[config.mk]
export PLATFORM = sky130hd
export DESIGN_NAME = lifo
export DESIGN_NICKNAME = d
export VERILOG_FILES = /design/src/rtl/lifo.sv
export SDC_FILE = /design/constraint.sdc
export NUM_CORES = 2
export LEC_CHECK = 0
export CORE_MARGIN = 2
export CORE_UTILIZATION = 29
export DETAILED_ROUTE_END_ITERATION = 7
export PLACE_DENSITY = 0.43
export SLEW_MARGIN = 20
export SYNTH_ARGS = -nofsm -noshare
export SYNTH_HDL_FRONTEND = slang
export SYNTH_SLANG_ARGS = --single-unit
[constraint.sdc]
create_clock -name clk_i -period 4.6 [get_ports clk_i]
set_input_delay 0.92 -clock clk_i [delete_from_list [all_inputs] [get_ports clk_i]]
set_output_delay 0.92 -clock clk_i [all_outputs]
set_load 0.05 [all_outputs]
[src/rtl/lifo.sv]
// LIFO stack: single-clock, registered pop data, flags decoded from the
// registered word count. Storage is indexed by the stack pointer, so the
// top of stack always lives at entry usedw-1.
//
// Request semantics (no handshake back-pressure; requests are qualified
// internally against the flags at the same edge):
//   wrreq_i only            -> push if not full, else silently ignored
//   rdreq_i only            -> pop if not empty (q_o valid next cycle), else ignored
//   wrreq_i and rdreq_i     -> if not empty: q_o <= top, top <= data_i, count held
//                              if empty:     treated as a plain push, q_o held
module lifo #(
    parameter int DWIDTH       = 16,
    parameter int AWIDTH       = 8,
    parameter int ALMOST_FULL  = 2,
    parameter int ALMOST_EMPTY = 2
) (
    input  logic              clk_i,
    input  logic              srst_i,
    input  logic              wrreq_i,
    input  logic [DWIDTH-1:0] data_i,
    input  logic              rdreq_i,
    output logic [DWIDTH-1:0] q_o,
    output logic              almost_empty_o,
    output logic              empty_o,
    output logic              almost_full_o,
    output logic              full_o,
    output logic [AWIDTH:0]   usedw_o
);

    localparam int DEPTH = 1 << AWIDTH;

    localparam logic [AWIDTH:0] DEPTH_W = (AWIDTH+1)'(DEPTH);
    localparam logic [AWIDTH:0] AF_W    = (AWIDTH+1)'(ALMOST_FULL);
    localparam logic [AWIDTH:0] AE_W    = (AWIDTH+1)'(ALMOST_EMPTY);

    logic [DWIDTH-1:0] mem [DEPTH];
    logic [AWIDTH:0]   usedw;
    logic [AWIDTH-1:0] top_addr;
    logic [AWIDTH-1:0] wr_addr;
    logic              empty;
    logic              full;
    logic              do_push;
    logic              do_pop;
    logic              do_swap;
    logic              mem_we;

    // Decode flags and the accepted operation for this cycle.
    always_comb begin
        empty    = (usedw == '0);
        full     = (usedw == DEPTH_W);
        top_addr = usedw[AWIDTH-1:0] - 1'b1;
        // A simultaneous request on an empty stack degrades to a push.
        do_push  = wrreq_i && (!rdreq_i || empty) && !full;
        do_pop   = rdreq_i && !wrreq_i && !empty;
        do_swap  = wrreq_i && rdreq_i && !empty;
        mem_we   = do_push || do_swap;
        wr_addr  = do_swap ? top_addr : usedw[AWIDTH-1:0];
    end

    // Storage write port; contents are intentionally not cleared by reset.
    always_ff @(posedge clk_i) begin
        if (srst_i && mem_we) begin
            mem[wr_addr] <= data_i;
        end
    end

    // Word count and registered pop data; reset overrides any request.
    always_ff @(posedge clk_i) begin
        if (!srst_i) begin
            usedw <= '0;
            q_o   <= '0;
        end else begin
            if (do_push) begin
                usedw <= usedw + 1'b1;
            end else if (do_pop) begin
                usedw <= usedw - 1'b1;
            end
            if (do_pop || do_swap) begin
                q_o <= mem[top_addr];
            end
        end
    end

    // Flag outputs follow the registered count on the same edge.
    always_comb begin
        usedw_o        = usedw;
        empty_o        = empty;
        full_o         = full;
        almost_empty_o = (usedw < AE_W);
        almost_full_o  = (usedw >= AF_W);
    end

endmodule

==> results.sh <==
export IMPL_status="finished clean"
export IMPL_layout_commonest_cell="edfxtp_1"
export IMPL_synth_area_um2=159000
export IMPL_arrival_ns=5.26
export IMPL_grt_pass1_wl_mm=662
export IMPL_cts_buffers=443
export IMPL_ys_ff_latch=4121
export IMPL_grt_setup_unrepaired="false"
export IMPL_hold_buffers=0
export IMPL_hold_path_cell_count=1
export IMPL_ys_seq_area_frac=0.778
export IMPL_n_fill_cell=49900
export IMPL_ios=49
export IMPL_rrSetupSlack_ns=0.26
export IMPL_ys_flop_type="edfxtp_1"
export IMPL_leakagePower_nw=57.8
export IMPL_async_flop_share=0
export IMPL_avgSynthCellArea_um2=23.5
export IMPL_seq_area_um2=124000
export IMPL_path_buf_inv=6
export IMPL_areaGrowthSynthToFinish_pct=20.2
export IMPL_drive_above_1_share=0.358
export IMPL_use_met1=0.243
export IMPL_top_usage_layer="met2"
export IMPL_clock_skew_ns=0.0582
export IMPL_synth_nets=6780
export IMPL_r2r_end="q_o[1]$_SDFFE_PN0P_"
export IMPL_antenna_left=0
export IMPL_cts_tree="built"
export IMPL_slowest_delay_ns=0.67
export IMPL_crit_required_ns=5.52
export IMPL_gp_congestion=0.823
export IMPL_worstSetupPathType="reg -> reg"
export IMPL_reg2regPathDepth=13
export IMPL_maxSlewViolCount=0
export IMPL_cts_sinks=4121
export IMPL_setup_worst_path_start_class="register"
export IMPL_setup_viol=0
export IMPL_cap_violations=0
export IMPL_post_cts_buffers=0
export IMPL_final_util=0.350
export IMPL_power_density_nw_per_um2=686
export IMPL_drt_iter0_markers=8344
export IMPL_crit_chain="inv_1, ha_4, buf_12, buf_12, buf_4, mux4_2, mux4_2, nor2b_1, a211oi_1, buf_4, nand4_1, buf_4, and3_1"
export IMPL_start_util=0.291
export IMPL_synth_edff_count=4096
export IMPL_vdd_ir_drop_max_v=0.000714
export IMPL_yosysWarnings=0
export IMPL_hold_path_end="mem[110][9]$_DFFE_PP_"
export IMPL_grt_overflow_total=0
export IMPL_drt_wl_total_mm=483
export IMPL_crit_family="buffers and inverters"
export IMPL_antenna_found_initial=38
export IMPL_syn_inst=6749
export IMPL_crit_fanout=47
export IMPL_coreArea_um2=545000
export IMPL_whs_ns=0.299
export IMPL_vias=75300
export IMPL_ctsLongestPathBuffers=4
export IMPL_dpl_hpwl_mm=303
export IMPL_grt_usage=0.172
export IMPL_die_x_um=744
export IMPL_grt_pass1_vias=77300
export IMPL_fin_crit_sh=0.943
export IMPL_grtUsageMet3=0.0228
export IMPL_dieArea_um2=553000
export IMPL_min_delay_start="data_i[9]"
export IMPL_layout_nets=7543
export IMPL_max_slew_margin=0.203
export IMPL_die_height_um=744
export IMPL_rows=271
export IMPL_holdCritPathClass="in -> reg"
export IMPL_cts_root_buf="clkbuf_16"
export IMPL_wl_per_cell_um=31.9
export IMPL_hold_viol_final=0
export IMPL_cp_end_kind="register"
export IMPL_worst_pin_slew_ns=1.19
export IMPL_clk_latency_ns=1.03
export IMPL_multi_input_area_um2=34600
export IMPL_period_needed_ns=4.34
export IMPL_viasPerCell=4.96
export IMPL_ys_types=78
export IMPL_grt_util_met2=0.280
export IMPL_cts_resized=0
export IMPL_cp_slowest_cell="a211oi_1"
export IMPL_crit_top_cell="buf_4"
export IMPL_layout_common_cells="edfxtp_1 (4096), mux4_2 (1229), clkbuf_16 (450), buf_4 (332), buf_12 (317)"
export IMPL_drt_pass1_iter_count=6
export IMPL_htree_levels=5
export IMPL_drc=0
export IMPL_max_clock_freq_mhz=230
export IMPL_clkTransAtPathRegs_ns=0.06
export IMPL_rr_startpoint="usedw_o[0]$_SDFFE_PN0P_"
export IMPL_grt_max_degree=121
export IMPL_port_buffers=48
-- power breakdown --
group | internal [mW] | switching (mW)
logic | 21.6 | 32.4
clock network | 20.1 | 15.0
registers | 41.6 | 0.230
total | 83.4 | 47.6
-- sequential cells by signal, indices dropped and copies added, names as in the netlist --
name     cells
usedw_o      9
mem       4096
q_o         16
-- kinds of logic (layout without fill, tap and decap cells) --
logic type                 count (synthesis)  count (layout)  synth area share
adders and majority gates                 11              11          0.000914
other                                      0              41                 0
AOI/OAI and AO/OA                        220             220            0.0100
and+or+nand+nor                          723             723            0.0200
DFF                                     4121            4121             0.778
buffers and inverters                    389            1525            0.0132
muxes                                   1267            1267             0.177
xor gates and xnor gates                  18              18           0.00132
-- area by class of cell --
type,count,area share
clock inverter,290,0.0137
tap,7234,0.0474
clock buffer,528,0.0605
sequential,4121,0.647
inverter,13,0.000256
antenna,41,0.000538
timing repair buffer,694,0.0491
multi-input combinational,2239,0.181
-- Yosys cell counts, drive strengths merged, types with 13 or more instances --
cell type	n	area [µm²]
a211oi	26	195
a21oi	31	170
a221oi	16	140
a22o	13	114
a22oi	29	218
and3	20	125
buf	250	1570
clkbuf	126	473
dfxtp	25	500
edfxtp	4096	123000
inv	13	48.8
mux2i	37	370
mux4	1229	27700
nand2	224	841
nand3	55	275
nand4	31	194
nor2	291	1090
nor2b	38	238
nor3	31	160
o2111ai	13	114
o21ai	32	164
xnor2	16	174
-- per-layer routing --
layer / routed length, µm / part of all wire / vias to the layer above
met5: 0 / 0 / -
met4: 13400 / 0.028 / 0
met3: 24500 / 0.051 / 525
met2: 232000 / 0.48 / 2300
met1: 213000 / 0.44 / 41900
li1: - / - / 30600
-- per-stage QoR --
stage	worst slack [ns]	TNS (ns)	area (µm²)	power [mW]	std cells
floorplan	-0.143	-80.39	160000	72.6	6749
global placement	-0.960	-851.32	177000	97.8	14300
detailed placement	-0.513	-442.41	177000	97.7	14300
CTS	0.0779	0	191000	133	15100
global route	0.157	0	191000	136	15100
finish	0.260	0	191000	131	15200
-- how the worst max path moves through the flow --
stage,startpoint,end,slack [ns],cells past startpoint
floorplan,usedw_o[0]$_SDFFE_PN0P_,mem[202][0]$_DFFE_PP_,-0.14,18
CTS,usedw_o[3]$_SDFFE_PN0P_,mem[67][4]$_DFFE_PP_,0.08,9
finish,usedw_o[0]$_SDFFE_PN0P_,q_o[1]$_SDFFE_PN0P_,0.26,13
global route,usedw_o[3]$_SDFFE_PN0P_,full_o,0.16,5
detailed placement,rdreq_i,mem[67][12]$_DFFE_PP_,-0.51,10
global placement,rdreq_i,mem[66][9]$_DFFE_PP_,-0.96,10
(Power assumes the default switching activity.)
